[src/rtl/vga_pattern_gen.sv]
// Pixel-generation stage between the VGA sync timing unit and the 8-bit RGB DAC.
// Registers RGB together with delayed syncs and animates a bouncing box once per frame.
module vga_pattern_gen #(
  parameter int H_DISPLAY = 640,
  parameter int V_DISPLAY = 480,
  parameter int BOX_SIZE  = 32,
  parameter int STEP      = 4
) (
  input  logic       clk,
  input  logic       reset,
  input  logic       p_tick,
  input  logic       video_on,
  input  logic       hsync_in,
  input  logic       vsync_in,
  input  logic [9:0] x,
  input  logic [9:0] y,
  input  logic [1:0] mode,
  input  logic [7:0] fg,
  output logic       hsync,
  output logic       vsync,
  output logic [7:0] rgb,
  output logic       frame_pulse
);

  typedef enum logic [1:0] {
    MODE_BARS     = 2'd0,
    MODE_CHECKER  = 2'd1,
    MODE_GRADIENT = 2'd2,
    MODE_BOX      = 2'd3
  } mode_t;

  // Forward means right for the x axis and down for the y axis.
  typedef enum logic {
    DIR_FWD  = 1'b0,
    DIR_BACK = 1'b1
  } dir_t;

  localparam logic [9:0]  X_LIMIT = 10'(H_DISPLAY - BOX_SIZE);
  localparam logic [9:0]  Y_LIMIT = 10'(V_DISPLAY - BOX_SIZE);
  localparam logic [9:0]  STEP10  = 10'(STEP);
  localparam logic [10:0] STEP11  = 11'(STEP);
  localparam logic [10:0] BOX11   = 11'(BOX_SIZE);
  localparam logic [9:0]  BAR_W   = 10'(H_DISPLAY / 8);
  localparam logic [9:0]  V_LINE  = 10'(V_DISPLAY);

  logic [9:0] box_x, box_y, box_x_next, box_y_next;
  dir_t       dir_x, dir_y, dir_x_next, dir_y_next;
  logic [7:0] frame_cnt;
  mode_t      mode_reg;
  logic       frame_point;
  logic       in_box;
  logic [2:0] bar;
  logic [7:0] pixel;

  assign frame_point = p_tick && (x == 10'd0) && (y == V_LINE);

  // Box motion: clamp to the edge and reverse on the frame that would cross it.
  always_comb begin
    box_x_next = box_x;
    dir_x_next = dir_x;
    box_y_next = box_y;
    dir_y_next = dir_y;
    if (dir_x == DIR_FWD) begin
      if ({1'b0, box_x} + STEP11 >= {1'b0, X_LIMIT}) begin
        box_x_next = X_LIMIT;
        dir_x_next = DIR_BACK;
      end else begin
        box_x_next = box_x + STEP10;
      end
    end else begin
      if ({1'b0, box_x} <= STEP11) begin
        box_x_next = 10'd0;
        dir_x_next = DIR_FWD;
      end else begin
        box_x_next = box_x - STEP10;
      end
    end
    if (dir_y == DIR_FWD) begin
      if ({1'b0, box_y} + STEP11 >= {1'b0, Y_LIMIT}) begin
        box_y_next = Y_LIMIT;
        dir_y_next = DIR_BACK;
      end else begin
        box_y_next = box_y + STEP10;
      end
    end else begin
      if ({1'b0, box_y} <= STEP11) begin
        box_y_next = 10'd0;
        dir_y_next = DIR_FWD;
      end else begin
        box_y_next = box_y - STEP10;
      end
    end
  end

  // Box bounds use 11-bit sums so a box at the right/bottom edge cannot wrap.
  assign in_box = ({1'b0, x} >= {1'b0, box_x}) && ({1'b0, x} < {1'b0, box_x} + BOX11) &&
                  ({1'b0, y} >= {1'b0, box_y}) && ({1'b0, y} < {1'b0, box_y} + BOX11);

  assign bar = 3'(x / BAR_W);

  always_comb begin
    pixel = 8'h00;
    case (mode_reg)
      MODE_BARS:     pixel = {{3{bar[2]}}, {3{bar[1]}}, {2{bar[0]}}};
      MODE_CHECKER:  pixel = (x[5] ^ y[5]) ? fg : 8'h00;
      MODE_GRADIENT: pixel = x[7:0] + frame_cnt;
      default:       pixel = in_box ? fg : 8'h00;
    endcase
    if (!video_on) pixel = 8'h00;
  end

  always_ff @(posedge clk or posedge reset) begin
    if (reset) begin
      rgb   <= 8'h00;
      hsync <= 1'b0;
      vsync <= 1'b0;
    end else if (p_tick) begin
      rgb   <= pixel;
      hsync <= hsync_in;
      vsync <= vsync_in;
    end
  end

  // Mode is only latched at the start of vertical blanking to avoid tearing.
  always_ff @(posedge clk or posedge reset) begin
    if (reset) begin
      frame_pulse <= 1'b0;
      box_x       <= 10'd0;
      box_y       <= 10'd0;
      dir_x       <= DIR_FWD;
      dir_y       <= DIR_FWD;
      frame_cnt   <= 8'd0;
      mode_reg    <= MODE_BARS;
    end else begin
      frame_pulse <= frame_point;
      if (frame_point) begin
        box_x     <= box_x_next;
        box_y     <= box_y_next;
        dir_x     <= dir_x_next;
        dir_y     <= dir_y_next;
        frame_cnt <= frame_cnt + 8'd1;
        mode_reg  <= mode_t'(mode);
      end
    end
  end

endmodule
[config.mk]
export PLATFORM = sky130hd
export DESIGN_NAME = vga_pattern_gen
export DESIGN_NICKNAME = d
export VERILOG_FILES = /design/src/rtl/vga_pattern_gen.sv
export SDC_FILE = /design/constraint.sdc
export NUM_CORES = 1
export LEC_CHECK = 0
export CORE_MARGIN = 4
export CORE_UTILIZATION = 30
export DETAILED_ROUTE_END_ITERATION = 8
export PLACE_DENSITY_LB_ADDON = 0.12
export SYNTH_ARGS = -nofsm -noshare
export SYNTH_HDL_FRONTEND = slang
export SYNTH_SLANG_ARGS = --single-unit
[constraint.sdc]
create_clock -name clk -period 2.6 [get_ports clk]
set_clock_uncertainty 0.05 [all_clocks]
set_input_delay 0.26 -clock clk [delete_from_list [all_inputs] [get_ports clk]]
set_output_delay 0.26 -clock clk [all_outputs]
set_load 0.005 [all_outputs]
=== After elaboration in Yosys (flattened, before gate mapping) ===
Cells that the tools add are included.

* Add/sub/neg operators: 10
* Div/mod/pow operators: 1
* $lt $le $gt $ge: 8
* Equality and inequality tests: 3
* Multiplexer cells: 16
* Bitwise gates (word level): 1
* Reduce and logical (&&, ||, !) cells: 7

{| class="wikitable"
|+ Operators by type and width
! kind !! number
|-
| 10-bit 2-to-1 mux || 6
|-
| 8-bit 2-to-1 mux || 3
|-
| 8-bit one-hot mux with 3 select lines || 1
|-
| 10-bit by 3-bit adder with 11-bit output (second input constant) || 2
|-
| 10-bit by 6-bit adder with 11-bit output (second input constant) || 2
|-
| 10-bit by 11-bit less-than comparator with 1-bit output || 2
|-
| 10-bit by 3-bit adder with 10-bit output (second input constant) || 2
|-
| 10-bit greater-or-equal comparator || 2
|-
| 10-bit by 3-bit less-or-equal comparator with 1-bit output (second input constant) || 2
|-
| 10-bit by 3-bit subtractor with 10-bit output (second input constant) || 2
|-
| 11-bit by 10-bit greater-or-equal comparator with 1-bit output (second input constant) || 1
|-
| 11-bit by 9-bit greater-or-equal comparator with 1-bit output (second input constant) || 1
|-
| 10-bit by 7-bit divider with 10-bit output (second input constant) || 1
|-
| 10-bit by 9-bit == test with 1-bit output (second input constant) || 1
|-
| 10-bit zero test || 1
|-
| 8-bit by 1-bit adder with 8-bit output (second input constant) || 1
|-
| 8-bit adder || 1
|-
| 1-bit 2-to-1 mux || 6
|-
| 1-bit logical AND || 5
|-
| 2-bit by 1-bit == test with 1-bit output (second input constant) || 1
|-
| 2-bit == test (second input constant) || 1
|-
| 2-bit zero test || 1
|-
| 1-bit XOR || 1
|}

* Bits in registers: 43
* Input bits: 36
* Output and inout bits: 11
* Logic and storage cells: 56

=== Depth between registers and ports, before layout ===
* Depth after elaboration: 8
* Depth in mapped cells: 11
* Depth with buffers taken out: 10

=== Least setup slack after synthesis ===
Ideal clock, no wire load.

* Path kind: register -> register
* From: register box_x[5]
* To: register rgb[3]
* Library setup time: 0.101 ns
* Arrival time: 2.448 ns
* Data required time: 2.449 ns
* Path slack: 0.001 ns
* Stages on the path, launching flop included: 12
* Buffers on the path: 1
* Period minus slack after synthesis: 2.599 ns
* Cells stage by stage: dfrtp_1 > buf_6 > inv_1 > ha_1 > inv_1 > ha_1 > a21o_1 > a2111oi_0 > a21oi_1 > nor2_1 > a31oi_1 > o32ai_1

* Word-level cells in the longest chain between the ends: 8
* Elaborated cells on any way between the ends: 9
* Those cells by class: 1 x add/sub; 2 x order compare; 3 x mux; 3 x reduce/logical

{| class="wikitable"
|+ RTL lines
! element !! line !! text
|-
| from (decl) || 46 || <nowiki>logic [9:0] box_x, box_y, box_x_next, box_y_next;</nowiki>
|-
| from (signal assigned) || 137 || <nowiki>box_x <= box_x_next;</nowiki>
|-
| 10-bit by 6-bit adder with 11-bit output || 96 || <nowiki>assign in_box = ({1'b0, x} >= {1'b0, box_x}) && ({1'b0, x} < {1'b0, box_x} + BOX11) &&</nowiki>
|-
| 10-bit by 11-bit less-than comparator with 1-bit output || 96 ||
|-
| 1-bit logical AND * (2 in a row) || 96 ||
|-
| 1-bit logical AND * || 97 || <nowiki>({1'b0, y} >= {1'b0, box_y}) && ({1'b0, y} < {1'b0, box_y} + BOX11);</nowiki>
|-
| 8-bit 2-to-1 mux * || 107 || <nowiki>default: pixel = in_box ? fg : 8'h00;</nowiki>
|-
| 8-bit one-hot mux with 3 select lines * || 103 || <nowiki>case (mode_reg)</nowiki>
|-
| 8-bit 2-to-1 mux * || 109 || <nowiki>if (!video_on) pixel = 8'h00;</nowiki>
|-
| to (signal assigned) || 118 || <nowiki>rgb <= pixel;</nowiki>
|-
| to (decl) || 21 || <nowiki>output logic [7:0] rgb,</nowiki>
|}

Every way passes the cells marked *; elsewhere a longest branch is shown, timed or not.
A chain may end at the register's enable or synchronous reset.

=== Worst setup path in the final report ===
* From: register box_y[5]
* To: register rgb[1]

* Word-level cells in the longest chain between the ends: 6
* Elaborated cells on any way between the ends: 8
* Those cells by class: 1 x add/sub; 2 x order compare; 3 x mux; 2 x reduce/logical

{| class="wikitable"
|+ RTL lines
! element !! line !! text
|-
| from (decl) || 46 ||
|-
| from (signal assigned) || 138 || <nowiki>box_y <= box_y_next;</nowiki>
|-
| 10-bit by 6-bit adder with 11-bit output / 10-bit greater-or-equal comparator (equally long branches) || 97 ||
|-
| 10-bit by 11-bit less-than comparator with 1-bit output / 1-bit logical AND (equally long branches) || 97, 96 ||
|-
| 1-bit logical AND * || 97 ||
|-
| 8-bit 2-to-1 mux * || 107 ||
|-
| 8-bit one-hot mux with 3 select lines * || 103 ||
|-
| 8-bit 2-to-1 mux * || 109 ||
|}

Marks and branches as above.

==> impl_results.md <==
* Result of the run: finished clean
* Most used cells in the layout excluding fill and tap cells: buf_4 (51), clkdlybuf4s50_1 (46), nand2_1 (44)
* Total design power at roughly 0.0017 W
* Peak supply drop at ~0.34 mV
* Switching power summed over all nets at between 0.0004 and 0.0005 W
* LEAKAGE at 2.20 nW
* DP Cell Count at 725
* Clock sink total at 39
* Post-synthesis cell count at between 400 and 500
* Worst-Margin Slew at ~0.53 ns
* Nets at 645
* Register cell area after layout at 976 um2
* Number of violations reported at the end of detailed-routing iteration 0 at 414
* Clock root buffer: clkbuf_16
* Area contributors post-synth: dfrtp_1 (25%), ha_1 (14%), a21oi_1 (4.5%)
* Worst hold margin at 0.371 ns
* Vias after detailed routing at around 4000
* Clock network latency to the later pin of the worst-skew pair at approximately 0.29 ns
* Yosys synthesis warning count at 0
* Time the final worst path needs with I/O delays and setup at 2.50 ns
* Vias in the first global route at 3888
* Total standard cell area after synthesis at between 0.003 and 0.004 mm2
* Total routing usage reported by global routing at 17.3%
* Number of vias per cell after detailed routing at 5.46
* Final Instance Count excl. Fillers at 737
* Synth-to-layout area growth at 29.7%
* X dimension of the die at 122 um
* Crit start category: flop
* Post-DP Area at around 0.0048 mm2
* Crit Path Max Fanout at 6
* Number of search-and-repair iterations in the first detailed-routing pass at 5
* Post-synth top area cell: dfrtp_1
* Part of the total power dissipated in the clock network at 43.6%
* Switching part of the total power at 26.2%
* Largest net degree at the start of global routing at 40
* Total overflow reported by the global router at 0
* Wire length of the first global-routing pass at 20400 um
* Most common cell after layout, fill and taps aside: buf_4
* Average wire per standard cell at 17.5 um
* Number of DRC violations after detailed routing at 0
* Cell-internal power at about 0.0012 W
* Die Area at 0.0150 mm2
* Critical setup path kind: reg2reg
* Max Fclk at roughly 0.4 GHz
* Final hold violation count at 0
* Endpoints failing setup at 0
* Number of antenna violations at the first check in global routing at 0
* Register share of total power at around 38%
* Final Wtd Congestion at 0.851
* Total wire length at 12900 um
* Share of the synthesized area in the top cell type at 24.8%
* Number of top-level design ports at 47
* Kind of capture point of the worst setup path: flop
* Clock slew at the register clock pins of the worst setup and hold paths at 0.07 ns
* TritonCTS clock tree: yes
* Period utilization at 96.1%
* Antenna-violating nets left at 0
* Combinational Power Share at about a fifth
* Number of standard-cell rows in the floorplan at 41
* Average cell area after synthesis at between 8 and 9 um2
* Hold buffer count at cts at 0
* Sequential-to-total area share from yosys stat at 24.8%
* Htree depth at 2
* Post-Syn Nets at approximately 560
* Antenna Diode Count at 0
* Floorplan core area at between 0.01 and 0.015 mm2
* Number of fill cells at about 1400
* Required time reported for the critical path endpoint at ~2.7 ns
* Worst-case clock buffer depth at 2
* Final standard cell area without fillers at 0.00510 mm2
* Overall die height at 122 um
* Main synth FF type: dfrtp_1
* Max-cap violations at 0
* Combined area of the multi-input logic cells at roughly 0.0028 mm2
* Detailed-placement wirelength estimate at 9990 um
* PortBufs at 46
* Async set-or-reset flop fraction in the synthesized netlist at 100%
* Max-Slew Margin vs Limit at 64.4%
* Hold Path Class: in2async
* Pwr/cell area at 328 mW/mm2
* Initial Util at 30.9%
* Fraction of final layout cells sized beyond drive strength 1 at 15.2%
* CTS Buf Count at 5
* Post-synth EDFFs at 0
* Synth cell types at 66
* Number of synthesized register bits at 39
* Number of max-slew violations in the final report at 0
* Worst-case register-to-register setup slack at 0.10 ns
* Final core occ at approximately 40%
* Endpoint arrival time on the critical path at around 2.6 ns
## metal layers
| metal | wire length, um | global-route usage, % |
|---|---|---|
| met1 | 6050 | 23.3 |
| met2 | 6050 | 28.4 |
| met3 | 644 | 3.18 |
| met4 | 179 | 4.76 |
| met5 | 0 | 0 |
## final cells by class
type                       instances  area share (%)
multi-input combinational        386            54.2
sequential                        39            19.1
timing repair buffer              97            16.5
tap                              172            4.22
inverter                          35            2.58
clock buffer                       5            2.45
clock inverter                     3           0.858
## worst max-delay path, stage by stage (launching register included)
cell,delay (ns)
dfrtp_1,0.41
ha_2,0.23
xnor2_1,0.14
ha_1,0.32
nand2_1,0.06
a211o_1,0.27
a221o_2,0.44
buf_4,0.19
a41oi_2,0.19
o22ai_1,0.09
## worst paths after layout
check / from / endpoint / cells past startpoint
max in group asynchronous: reset / dir_x / 3
min reg2reg: frame_cnt[7] / frame_cnt[7] / 1
min in group clk: frame_cnt[7] / frame_cnt[7] / 1
min: reset / frame_cnt[0] / 3
max: box_y[5] / rgb[1] / 9
max reg2reg: box_y[5] / rgb[1] / 9
## cells in the mapped netlist, types with 10 or more instances
library cell and number:
ha_1 44, nand2_1 44, dfrtp_1 39, a21oi_1 35
inv_1 34, o21ai_0 27, nor2_1 26, xnor2_1 19
nand3_1 16, nor3_1 13, clkbuf_1 11, o211ai_1 11
o22ai_1 10
## stage by stage
stage | TNS (ns) | worst slack, ns
finish | 0 | 0.102
global route | -0.0223 | -0.0156
CTS | 0 | 0.0130
detailed placement | -0.412 | -0.104
global placement | -0.570 | -0.132
floorplan | 0 | 0.00148
## timing repair
| item | 4_1_cts | 5_1_grt |
|---|---|---|
| pin swaps | 0 | 8 |
| setup endpoints to repair | 5 | 8 |
| setup buffers | 0 | 4 |
| resized for setup | 1 | 12 |
## power groups by stage
stage	registers (W)	logic [W]	clock network, W
after global routing	0.000632	0.000346	0.000780
after floorplan	0.000642	0.000130	0
after global placement	0.000640	0.000301	0
final	0.000629	0.000315	0.000730
after CTS	0.000630	0.000303	0.000766
after detailed placement	0.000641	0.000300	0
## cell families after synthesis
| kind of cell | share of synthesized area, % |
|---|---|
| AO/OA/AOI/OAI | 27.3 |
| multiplexers | 0.859 |
| XOR/XNOR | 5.12 |
| buffers and inverters | 6.30 |
| AND/OR/NAND/NOR | 21.1 |
| adder cells (fa/ha/maj) | 14.5 |
| flip-flops | 24.8 |
Note: power is estimated with default switching activity, not from simulation.
